$ cat src/rtl/hub_write_ctrl_pkg.sv
// Shared constants for the hub write controller: hub address map, slot geometry and FSM encoding.
package hub_write_ctrl_pkg;

    localparam logic [3:0] ADDR_HUB    = 4'h1;
    localparam int         SLOT_QUADS  = 32;
    localparam int         MAX_PAYLOAD = 28;
    localparam int         QIDX_W      = $clog2(SLOT_QUADS);

    localparam logic [QIDX_W-1:0] QIDX_MAX = QIDX_W'(MAX_PAYLOAD);

    localparam logic [2:0] ST_IDLE    = 3'd0;
    localparam logic [2:0] ST_PAYLOAD = 3'd1;
    localparam logic [2:0] ST_DROP    = 3'd2;
    localparam logic [2:0] ST_COMMIT  = 3'd3;
    localparam logic [2:0] ST_TSTAMP  = 3'd4;

    function automatic logic [15:0] hub_addr(input logic [3:0] board, input logic [QIDX_W-1:0] qidx);
        return {ADDR_HUB, 3'b000, board, qidx};
    endfunction

endpackage

$ cat src/rtl/hub_write_ctrl_seq_tracker.sv
// Broadcast sequence number and per-board "updated in this sequence" mask, driven by packet commit/abort.
module hub_write_ctrl_seq_tracker (
    input  logic        sysclk,
    input  logic        reset,
    input  logic        commit_i,
    input  logic        abort_i,
    input  logic        crc_ok_i,
    input  logic [3:0]  board_i,
    input  logic [15:0] seq_i,
    output logic [15:0] hub_seq_o,
    output logic [15:0] hub_upd_mask_o
);

    logic [15:0] seq_q, seq_d;
    logic [15:0] mask_q, mask_d;

    always_comb begin
        seq_d  = seq_q;
        mask_d = mask_q;
        if (commit_i && crc_ok_i) begin
            // A new sequence number starts a fresh mask owned by this board alone.
            if (seq_i != seq_q) begin
                seq_d  = seq_i;
                mask_d = 16'd1 << board_i;
            end else begin
                mask_d[board_i] = 1'b1;
            end
        end else if (commit_i || abort_i) begin
            mask_d[board_i] = 1'b0;
        end
    end

    always_ff @(posedge sysclk or negedge reset) begin
        if (!reset) begin
            seq_q  <= 16'd0;
            mask_q <= 16'd0;
        end else begin
            seq_q  <= seq_d;
            mask_q <= mask_d;
        end
    end

    assign hub_seq_o      = seq_q;
    assign hub_upd_mask_o = mask_q;

endmodule

$ cat src/rtl/hub_write_ctrl.sv
// Places broadcast block-write payload quadlets into each board's hub slot and tracks sequence state.
// Optional build macro HUB_TIMESTAMP_EN adds a commit timestamp write to the last quadlet of the slot.
module hub_write_ctrl
    import hub_write_ctrl_pkg::*;
(
    input  logic        sysclk,
    input  logic        reset,
    input  logic        rx_start,
    input  logic        rx_valid,
    input  logic [31:0] rx_data,
    input  logic        rx_end,
    input  logic        rx_crc_ok,
    input  logic [3:0]  rx_board,
    output logic        reg_wen,
    output logic [15:0] reg_waddr,
    output logic [31:0] reg_wdata,
    output logic [15:0] hub_seq,
    output logic [15:0] hub_upd_mask,
    output logic        hub_ovf,
    input  logic        hub_ovf_clr
);

    logic [2:0]        state_q, state_d;
    logic [3:0]        board_q, board_d;
    logic [15:0]       hdr_seq_q, hdr_seq_d;
    logic [QIDX_W-1:0] qidx_q, qidx_d;
    logic              crc_ok_q, crc_ok_d;
    logic              wen_q, wen_d;
    logic [15:0]       waddr_q, waddr_d;
    logic [31:0]       wdata_q, wdata_d;
    logic              ovf_q, ovf_d;
    logic              ovf_set;
    logic              commit;
    logic              abort;
    logic              restart;

`ifdef HUB_TIMESTAMP_EN
    localparam logic [QIDX_W-1:0] QIDX_TS = QIDX_W'(SLOT_QUADS - 1);
    logic [31:0] ts_cnt_q;

    always_ff @(posedge sysclk or negedge reset) begin
        if (!reset) ts_cnt_q <= 32'd0;
        else        ts_cnt_q <= ts_cnt_q + 32'd1;
    end
`endif

    assign restart = rx_start & rx_valid;

    always_comb begin
        state_d   = state_q;
        board_d   = board_q;
        hdr_seq_d = hdr_seq_q;
        qidx_d    = qidx_q;
        crc_ok_d  = crc_ok_q;
        wen_d     = 1'b0;
        waddr_d   = waddr_q;
        wdata_d   = wdata_q;
        ovf_set   = 1'b0;
        commit    = 1'b0;
        abort     = 1'b0;
        case (state_q)
            ST_IDLE: ;
            ST_PAYLOAD: begin
                if (rx_valid) begin
                    if (qidx_q == QIDX_MAX) begin
                        ovf_set = 1'b1;
                        state_d = ST_DROP;
                    end else begin
                        wen_d   = 1'b1;
                        waddr_d = hub_addr(board_q, qidx_q);
                        wdata_d = rx_data;
                        qidx_d  = qidx_q + 1'b1;
                    end
                end
                if (rx_end) begin
                    crc_ok_d = rx_crc_ok;
                    state_d  = ST_COMMIT;
                end
            end
            ST_DROP: begin
                if (rx_end) begin
                    crc_ok_d = rx_crc_ok;
                    state_d  = ST_COMMIT;
                end
            end
            ST_COMMIT: begin
`ifdef HUB_TIMESTAMP_EN
                if (crc_ok_q) begin
                    wen_d   = 1'b1;
                    waddr_d = hub_addr(board_q, QIDX_TS);
                    wdata_d = ts_cnt_q;
                    state_d = ST_TSTAMP;
                end else begin
                    commit  = 1'b1;
                    state_d = ST_IDLE;
                end
`else
                commit  = 1'b1;
                state_d = ST_IDLE;
`endif
            end
`ifdef HUB_TIMESTAMP_EN
            ST_TSTAMP: begin
                commit  = 1'b1;
                state_d = ST_IDLE;
            end
`endif
            default: state_d = ST_IDLE;
        endcase

        // A header quadlet always wins: any packet still in flight is abandoned uncommitted.
        if (restart) begin
            abort     = (state_q != ST_IDLE);
            commit    = 1'b0;
            ovf_set   = 1'b0;
            wen_d     = 1'b0;
            waddr_d   = waddr_q;
            wdata_d   = wdata_q;
            board_d   = rx_board;
            hdr_seq_d = rx_data[15:0];
            qidx_d    = '0;
            state_d   = ST_PAYLOAD;
        end

        ovf_d = ovf_set | (ovf_q & ~hub_ovf_clr);
    end

    always_ff @(posedge sysclk or negedge reset) begin
        if (!reset) begin
            state_q   <= ST_IDLE;
            board_q   <= 4'd0;
            hdr_seq_q <= 16'd0;
            qidx_q    <= '0;
            crc_ok_q  <= 1'b0;
            wen_q     <= 1'b0;
            waddr_q   <= 16'd0;
            wdata_q   <= 32'd0;
            ovf_q     <= 1'b0;
        end else begin
            state_q   <= state_d;
            board_q   <= board_d;
            hdr_seq_q <= hdr_seq_d;
            qidx_q    <= qidx_d;
            crc_ok_q  <= crc_ok_d;
            wen_q     <= wen_d;
            waddr_q   <= waddr_d;
            wdata_q   <= wdata_d;
            ovf_q     <= ovf_d;
        end
    end

    hub_write_ctrl_seq_tracker u_seq_tracker (
        .sysclk         (sysclk),
        .reset          (reset),
        .commit_i       (commit),
        .abort_i        (abort),
        .crc_ok_i       (crc_ok_q),
        .board_i        (board_q),
        .seq_i          (hdr_seq_q),
        .hub_seq_o      (hub_seq),
        .hub_upd_mask_o (hub_upd_mask)
    );

    assign reg_wen   = wen_q;
    assign reg_waddr = waddr_q;
    assign reg_wdata = wdata_q;
    assign hub_ovf   = ovf_q;

endmodule

$ cat config.mk
export PLATFORM = sky130hd
export DESIGN_NAME = hub_write_ctrl
export DESIGN_NICKNAME = d
export VERILOG_FILES = /design/src/rtl/hub_write_ctrl_pkg.sv /design/src/rtl/hub_write_ctrl_seq_tracker.sv /design/src/rtl/hub_write_ctrl.sv
export SDC_FILE = /design/constraint.sdc
export NUM_CORES = 1
export LEC_CHECK = 0
export ABC_CLOCK_PERIOD_IN_PS = 2300
export CELL_PAD_IN_SITES_DETAIL_PLACEMENT = 0
export CELL_PAD_IN_SITES_GLOBAL_PLACEMENT = 2
export CORE_MARGIN = 5
export CORE_UTILIZATION = 32
export DETAILED_ROUTE_END_ITERATION = 8
export PLACE_DENSITY_LB_ADDON = 0.2
export SYNTH_ARGS = -nofsm -noshare
export SYNTH_HDL_FRONTEND = slang
export SYNTH_HIERARCHICAL = 1
export SYNTH_SLANG_ARGS = --single-unit
$ cat constraint.sdc
create_clock -name sysclk -period 2.3 [get_ports sysclk]
set_clock_uncertainty 0.05 [all_clocks]
set_input_delay 0.23 -clock sysclk [delete_from_list [all_inputs] [get_ports sysclk]]
set_output_delay 0.23 -clock sysclk [all_outputs]
set_load 0.02 [all_outputs]
* After elaboration in Yosys (flattened, before gate mapping)
Index checks and enable logic that the tools add are counted.
Operators by class: add/subtract/negate cells 1, shift operators 1, magnitude comparators 2, reduce and logical (&&, ||, !) cells 14, multiplexer cells 26, bitwise operators 9, eq/ne operators 10
Operators with widths (number):
- $mux W16 | 3
- $mux W5 | 4
- $and A16 B16 Y16 | 1
- $ne A16 B16 Y1 | 1
- $not A16 Y16 | 1
- $or A16 B16 Y16 | 1
- $shl A1 B4 Y16 const A | 1
- $mux W3 | 5
- $mux W1 | 12
- $pmux W3 S3 | 1
- $ne A4 B4 Y1 const B | 2
- $reduce_and A4 Y1 | 2
- $eq A3 B2 Y1 const B | 2
- $reduce_bool A2 Y1 | 3
- $add A5 B1 Y5 const B | 1
- $eq A5 B5 Y1 const B | 1
- $lt A4 B5 Y1 const B | 1
- $demux W1 S4 | 1
- $ge A4 B1 Y1 const B | 1
- $ne A2 B2 Y1 const B | 2
- $reduce_and A2 Y1 | 2
- $eq A3 B1 Y1 const B | 1
- $logic_not A3 Y1 | 1
- $ne A3 B3 Y1 const B | 1
- 8 further kinds | 12
Storage, ports and cells: register bits 105, word-level logic and storage cells 74

* Logic depth before layout (Yosys ltp)
Gate-level depths: netlist of run 1.
word-level depth 8, gate-level depth with buffers 8, gate-level depth less buffers 6

* Cells and area by module
The synthesis of run 1 kept the hierarchy.
By module, submodules not included:
- hub_write_ctrl | area an instance 3100.5 µm², cells an instance 202, times used 1, sequential area each 1801.7 µm²
- hub_write_ctrl_seq_tracker | area an instance 1560.2 µm², cells an instance 141, times used 1, sequential area each 800.8 µm²

* Worst setup path after synthesis of run 1
Ideal clock, no wire load.
path type input to register, start point in rx_valid, end point reg u_seq_tracker.seq_q[6] (netlist: u_seq_tracker/hub_seq_o[6]), stages on the path 8, slack 0.289 ns, library setup time 0.125 ns, buffers on the path 3, arrival time 1.837 ns, path through buf_2 nand2_1 buf_2 and2_1 nand2_1 nor2_1 buf_4 mux2_2
On the way: word-level cells in the longest chain between the ends 4
RTL lines:
- from (decl) | line hub_write_ctrl.sv:9 | input logic rx_valid,
- $and A1 B1 Y1 | line hub_write_ctrl.sv:47 | assign restart = rx_start & rx_valid;
- $mux W1 | line hub_write_ctrl.sv:112 | if (restart) begin
- net commit | line hub_write_ctrl.sv:33 | logic commit;
- $logic_and A1 B1 Y1 | line hub_write_ctrl_seq_tracker.sv:20 | if (commit_i && crc_ok_i) begin
- $reduce_and A2 Y1 (no source line)
- to (signal assigned) | line hub_write_ctrl_seq_tracker.sv:38 | seq_q <= seq_d;
- to (decl) | line hub_write_ctrl_seq_tracker.sv:14 | logic [15:0] seq_q, seq_d;
The timed path passes the listed nets, and every way through them passes these cells. A chain may end at the register's enable or synchronous reset.

* Worst setup path in the final report of run 1
start point reg state_q[0], end point reg u_seq_tracker.mask_q[8] (netlist: u_seq_tracker/hub_upd_mask_o[8])
On the way: elaborated cells between the ends (all ways) 9, classes of those cells 1 x eq/ne; 4 x mux; 4 x reduce/logical
RTL lines:
- from (decl) | line hub_write_ctrl.sv:23 | logic [2:0] state_q, state_d;
- from (signal assigned) | line hub_write_ctrl.sv:140 | state_q <= state_d;
- $reduce_bool A3 Y1 | line hub_write_ctrl.sv:113 | abort = (state_q != ST_IDLE);
- $mux W1 | line hub_write_ctrl.sv:112
- net abort | line hub_write_ctrl.sv:34 | logic abort;
- $logic_or A1 B1 Y1 | line hub_write_ctrl_seq_tracker.sv:28 | end else if (commit_i || abort_i) begin
- $reduce_bool A2 Y1 (no source line)
- to (signal assigned) | line hub_write_ctrl_seq_tracker.sv:39 | mask_q <= mask_d;
- to (decl) | line hub_write_ctrl_seq_tracker.sv:15 | logic [15:0] mask_q, mask_d;
The timed path passes the listed nets, and every way through them passes these cells.

==> results of run 1 <==
[area by class of cell]
type                       count  area share [%]
clock buffer                  10            3.59
clock inverter                 6           0.922
inverter                       8           0.549
multi-input combinational    217            29.9
sequential                   104            40.8
tap                          184            3.61
timing repair buffer         133            20.7
[cell usage after synthesis, drive strengths merged (3+ instances only)]
cell	n	area share (%)
a22oi	9	1.4
a32oi	4	0.75
buf	14	2.6
clkbuf	5	0.40
dfrtp	104	56
ha	6	1.6
inv	8	0.75
mux2	76	21
nand2	12	0.97
nand2b	4	0.54
nand4	8	1.4
nor2	9	0.72
nor2b	3	0.40
o21ai	30	3.2
o221ai	4	0.75
or2	3	0.40
xnor2	16	3.0
[where the power goes]
| part | leakage (uW) | switching, uW | internal (uW) | total, uW |
|---|---|---|---|---|
| registers | 0.00121 | 508 | 2490 | 3000 |
| clock network | 0.000146 | 666 | 841 | 1510 |
| logic | 0.00129 | 1650 | 2000 | 3650 |
| total | 0.00264 | 2820 | 5330 | 8150 |
[routing by layer]
metal  GRT usage [%]  vias up  wire length (um)
li1                -     1470                 -
met1            17.8     1546              5000
met2            20.7       83              5300
met3            5.69        8               836
met4            3.99        0               107
met5               0        -                 0
[cell families (layout without fill, tap and decap cells)]
group	after synthesis	in the layout	synth area share (%)
xor+xnor	16	16	3.01
mux	78	78	21.0
fa+ha+maj	6	6	1.61
simple gates	51	51	6.50
flops	104	104	55.8
buf+inv	27	157	3.73
other cells	1	6	0.0805
compound gates	60	60	8.27
[flip-flops by register name, summed over array words and instances, names as in the netlist]
name	count
reg_wdata	32
state_q	2
hub_ovf	1
u_seq_tracker/hub_upd_mask_o	16
u_seq_tracker/hub_seq_o	16
board_q	4
hdr_seq_q	16
reg_waddr	10
reg_wen	1
qidx_q	5
crc_ok_q	1
[placed cells by master, fill, tap and decap left out, types with 2 or more instances in the layout]
cell	synthesis	routed
mux2_4	27	27
a32oi_1	4	4
nor2b_1	3	3
a22oi_1	9	9
a31oi_1	2	2
nand2_1	12	12
o21ai_0	30	30
mux2_2	49	49
or2_2	3	3
o221ai_1	4	4
nor2_1	9	8
a211o_1	2	2
o211ai_1	2	2
inv_1	7	7
nand4_1	7	7
buf_12	0	2
or2b_1	2	2
buf_4	7	13
clkbuf_16	0	9
and2_1	2	2
mux2i_1	2	2
nand2b_1	4	4
clkinv_2	0	4
inv_6	1	2
clkdlybuf4s50_1	0	117
conb_1	1	6
ha_1	6	6
o22a_1	2	2
dfrtp_1	104	104
xnor2_1	16	16
[worst paths after layout]
check | cells past startpoint | startpoint | slack (ns) | end
worst max-delay path | 6 | state_q[0] | 0.19 | u_seq_tracker/hub_upd_mask_o[8]
worst min-delay path | 2 | reset | 0.33 | u_seq_tracker/hub_upd_mask_o[10]
worst max register to register | 6 | state_q[0] | 0.19 | u_seq_tracker/hub_upd_mask_o[8]
worst min register to register | 1 | reg_waddr[12] | 0.43 | reg_waddr[12]
max in group asynchronous | 3 | reset | 1.17 | u_seq_tracker/hub_seq_o[5]
min in group sysclk | 2 | hub_ovf_clr | 0.41 | hub_ovf
[what timing repair did]
action | CTS | global route
endpoints found under the hold margin | 31 | 0
setup endpoints to repair | 0 | 0
hold buffers | 1 | 0
[per-stage QoR]
stage          util, %  area (sq um)  hold WS, ns  worst slack [ns]  TNS [ns]
2_1_floorplan        -          4680       -0.116             0.289         0
3_3_place_gp      42.2          6080        0.180           -0.0406    -0.245
3_5_place_dp      42.2          6080        0.179           -0.0508    -0.270
4_1_cts           44.2          6380        0.342             0.194         0
5_1_grt           44.2          6380        0.378            0.0443         0
6_report          44.2          6380        0.332             0.190         0
==> metrics.md, run 1 <==
| Metric | Value |
|---|---|
| Outcome | `complete, no violations` |
| Fraction of registers with async set/reset | `100%` |
| Synthesized area | `4660 sq um` |
| Synth cell types | `44` |
| Hold Fails Final Rpt | `0` |
| Area of the multi-input gates | `1910 sq um` |
| Pin slew with the least headroom to its limit | `1.12 ns` |
| CP Data Arrival Time | `2.32 ns` |
| Initial antenna violation count | `0` |
| Most used DFF post-synth | `dfrtp_1` |
| Final setup vio count | `0` |
| FF/Latch Area | `2600 sq um` |
| ANT cells | `0` |
| Number of vias per cell | `4.69` |
| Fmax | `0.474 GHz` |
| Clock tree buffer depth | `2` |
| Pleak | `0.00264 uW` |
| Synth Instances | `343` |
| Largest net degree at the start of global routing | `49` |
| Core area | `14400 sq um` |
| # rows | `44` |
| Synth Register Bits | `104` |
| First drt pass iteration count | `4` |
| Worst Path Buf+Inv | `1` |
| Total global routing overflow | `0` |
| Average size of a mapped cell | `13.6 sq um` |
| CP required | `2.51 ns` |
| Synth-to-layout area growth | `36.9%` |
| Fin crit share | `91.8%` |
| H-Tree Depth | `3` |
| Starting Density | `32.3%` |
| Routed wire length | `11200 um` |
| P per Cell Area | `1280 nW/um^2` |
| Seq/Total Area, Yosys | `55.8%` |
| DRC | `0` |
| Ports | `125` |
| First-pass GRT wire length | `17800 um` |
| CP delay by family, top | `simple AND/OR/NAND/NOR gates` |
| Unrepaired setup endpoints after global routing | `false` |
| CTS Buf Count | `9` |
| Slowest stage delay, CP | `0.84 ns` |
| Slew Viols, Final | `0` |
| Total number of vias | `3107` |
| Initial DRC count | `127` |
| Final total power | `8150 uW` |
| Max-cap violations | `0` |
| GRT Resource Usage Total | `13.6%` |
| Clock-pin slew on the worst setup and hold paths | `0.07 ns` |
| Crit path top cell by count | `nor2_1` |
| Post-route minimum period | `2.11 ns` |
| Net count reported at finish | `522` |
| Crit path max fanout | `16` |
| Critical path type | `flip-flop to flip-flop` |
| Port Buffer Count | `118` |
| Vias in the first global route | `3294` |
| DIE AREA | `17100 sq um` |
| CTS resizes | `0` |
| CTS tree | `built` |
| Synth warnings | `6` |
| Cells along the critical path | `inv_1 > ha_1 > nor2_1 > nor2_1 > a22oi_1 > o21ai_0` |
| Die H | `131 um` |
| Die W | `131 um` |
| DR WL/cell | `17.0 um` |
| Worst setup SP type | `flip-flop` |
| Crit. End Element | `flip-flop` |
| Post-Layout Cell Count | `662` |
| Clock Latency Late Sink | `0.35 ns` |
| Placed Cells incl. Taps | `645` |
| Worst VDD drop | `0.000717 V` |
| Final HPWL DP | `8210 um` |
| Fillers | `1375` |
| Post-CTS setup repair buffer count | `0` |
| CP max stage cell | `nor2_1` |
| Fraction of layout cells with a size suffix above 1 | `23.6%` |
| Hold/Removal Path Class | `primary input to async pin` |
| Worst relative slew slack | `24.8%` |
| Clk sinks | `104` |
| Clock Tree Root | `clkbuf_16` |
| EDFF count, synth | `0` |
| RePlAce Congestion | `0.741` |
| Post-route ant nets | `0` |
Note: power is estimated with default switching activity, not from simulation.
==> run 2: changes to the inputs <==
--- a/config.mk
+++ b/config.mk
@@ -5,7 +5,6 @@
 export SDC_FILE = /design/constraint.sdc
 export NUM_CORES = 1
 export LEC_CHECK = 0
-export ABC_CLOCK_PERIOD_IN_PS = 2300
 export CELL_PAD_IN_SITES_DETAIL_PLACEMENT = 0
 export CELL_PAD_IN_SITES_GLOBAL_PLACEMENT = 2
 export CORE_MARGIN = 5
==> results of run 2 <==
No change in the layout: final DEF, timing and power equal those of run 1.
==> run 3: changes to the inputs <==
==> constraint.sdc (replaced) <==
create_clock -name sysclk -period 1.95 [get_ports sysclk]
set_clock_uncertainty 0.05 [all_clocks]
set_input_delay 0.195 -clock sysclk [delete_from_list [all_inputs] [get_ports sysclk]]
set_output_delay 0.195 -clock sysclk [all_outputs]
set_load 0.02 [all_outputs]
==> metrics.md, run 3 (synthesized netlist as in run 1, its figures left out) <==
| Metric | Value |
|---|---|
| Unrepaired setup endpoints after global routing | `false` |
| Clock-pin slew on the worst setup and hold paths | `0.07 ns` |
| DIE AREA | `17100 sq um` |
| Net Sw Power | `3450 uW` |
| Crit path max fanout | `14` |
| Synth-to-layout area growth | `38.8%` |
| Max FFs per register | `32` |
| Routed wire length | `11700 um` |
| DRC | `0` |
| Switching portion of total power | `35.5%` |
| Commonest cells after routing, fill and taps aside | `clkdlybuf4s50_1 (117), dfrtp_1 (104), mux2_2 (49)` |
| H-Tree Depth | `3` |
| Clock tree buffer depth | `2` |
| Post-route ant nets | `0` |
| Final setup vio count | `0` |
| CP Data Arrival Time | `2.02 ns` |
| Total number of vias | `3212` |
| Area of the multi-input gates | `1910 sq um` |
| Largest net degree at the start of global routing | `39` |
| Critical path type | `flip-flop to flip-flop` |
| Total global routing overflow | `0` |
| Post-CTS setup repair buffer count | `0` |
| Fmax | `0.545 GHz` |
| First-pass GRT wire length | `18400 um` |
| Port Buffer Count | `118` |
| Post-route minimum period | `1.83 ns` |
| RePlAce Congestion | `0.787` |
| GRT Resource Usage Total | `14.1%` |
| CTS tree | `built` |
| DR WL/cell | `17.4 um` |
| Worst VDD drop | `0.000690 V` |
| Initial DRC count | `170` |
| FF/Latch Area | `2600 sq um` |
| Worst relative slew slack | `51.8%` |
| Number of vias per cell | `4.78` |
| Worst setup SP type | `flip-flop` |
| Clock Power Share | `18.2%` |
| Final total power | `9700 uW` |
| Initial antenna violation count | `0` |
| Pin slew with the least headroom to its limit | `0.722 ns` |
| Logic gate share of total power | `45.4%` |
| CP required | `2.14 ns` |
| Fin crit share | `94.0%` |
| Most common cell after layout, fill and taps aside | `clkdlybuf4s50_1` |
| Fraction of layout cells with a size suffix above 1 | `25.6%` |
| Net count reported at finish | `532` |
| # rows | `44` |
| Slew Viols, Final | `0` |
| Die H | `131 um` |
| Clock Tree Root | `clkbuf_16` |
| Crit. End Element | `flip-flop` |
| Outcome | `complete, no violations` |
| Vias in the first global route | `3442` |
| Starting Density | `32.3%` |
| Hold/Removal Path Class | `primary input to async pin` |
| First drt pass iteration count | `6` |
| FF-to-FF setup slack | `0.12 ns` |
| P per Cell Area | `1500 nW/um^2` |
| Clk sinks | `104` |
| Ports | `125` |
| Pleak | `0.00268 uW` |
| ANT cells | `0` |
| Max-cap violations | `0` |
| CTS Buf Count | `9` |
| Fillers | `1386` |
| Sequential share of power | `36.3%` |
| Core area | `14400 sq um` |
| Hold Fails Final Rpt | `0` |
| Clock Latency Late Sink | `0.36 ns` |
| Die W | `131 um` |
| Final HPWL DP | `8660 um` |
| Hold slack | `0.302 ns` |
| Int Pwr | `6250 uW` |
[run 3: critical path, cell delays in order (launching register included)]
cell     delay [ns]
dfrtp_1        0.43
inv_1          0.11
ha_1           0.27
nand4_4        0.13
nand3_4        0.10
inv_6          0.11
buf_12         0.16
mux2_2         0.34
[run 3: cell type report]
cell class | instances | share of cell area (%)
clock buffer | 11 | 3.75
sequential | 104 | 40.2
multi-input combinational | 217 | 29.6
tap | 184 | 3.56
timing repair buffer | 143 | 21.7
inverter | 8 | 0.541
clock inverter | 5 | 0.619
[run 3: metal layers]
layer / GRT usage (%) / up-vias / wire length [um]
li1: - / 1504 / -
met4: 5.99 / 0 / 201
met1: 18.5 / 1599 / 5270
met2: 21.6 / 93 / 5390
met3: 4.31 / 16 / 862
met5: 0 / - / 0
[run 3: power groups by stage]
stage	logic [uW]	registers (uW)	clock network, uW
finish	4410	3520	1770
global route	4720	3630	1910
CTS	4470	3530	1830
detailed placement	4440	3560	0
global placement	4410	3530	0
floorplan	1720	4260	0
[run 3: timing repair]
| action | CTS | global route |
|---|---|---|
| pin swaps | 0 | 0 |
| resized for setup | 1 | 1 |
| setup endpoints to repair | 11 | 14 |
| hold buffers | 1 | 0 |
| hold endpoints to repair | 34 | 0 |
[run 3: stage by stage]
stage / cell area (sq um) / utilization, % / std cells / setup slack [ns] / setup TNS [ns]
after floorplan: 4680 / - / 348 / 0.0529 / 0
after detailed placement: 6170 / 42.8 / 655 / -0.367 / -5.52
after global placement: 6170 / 42.8 / 655 / -0.372 / -5.34
final: 6470 / 44.9 / 672 / 0.117 / 0
after global routing: 6470 / 44.9 / 672 / 0.0344 / 0
after CTS: 6460 / 44.8 / 672 / 0.0820 / 0
[run 3: final timing paths]
check                                   start                                to  cells after the start
worst min-delay path                    reset  u_seq_tracker/hub_upd_mask_o[11]                      2
worst max register to register      qidx_q[0]                     reg_wdata[19]                      7
max in group asynchronous               reset   u_seq_tracker/hub_upd_mask_o[5]                      3
worst min register to register  reg_waddr[12]                     reg_waddr[12]                      1
min in group sysclk               hub_ovf_clr                           hub_ovf                      2
worst max-delay path                qidx_q[0]                     reg_wdata[19]                      7
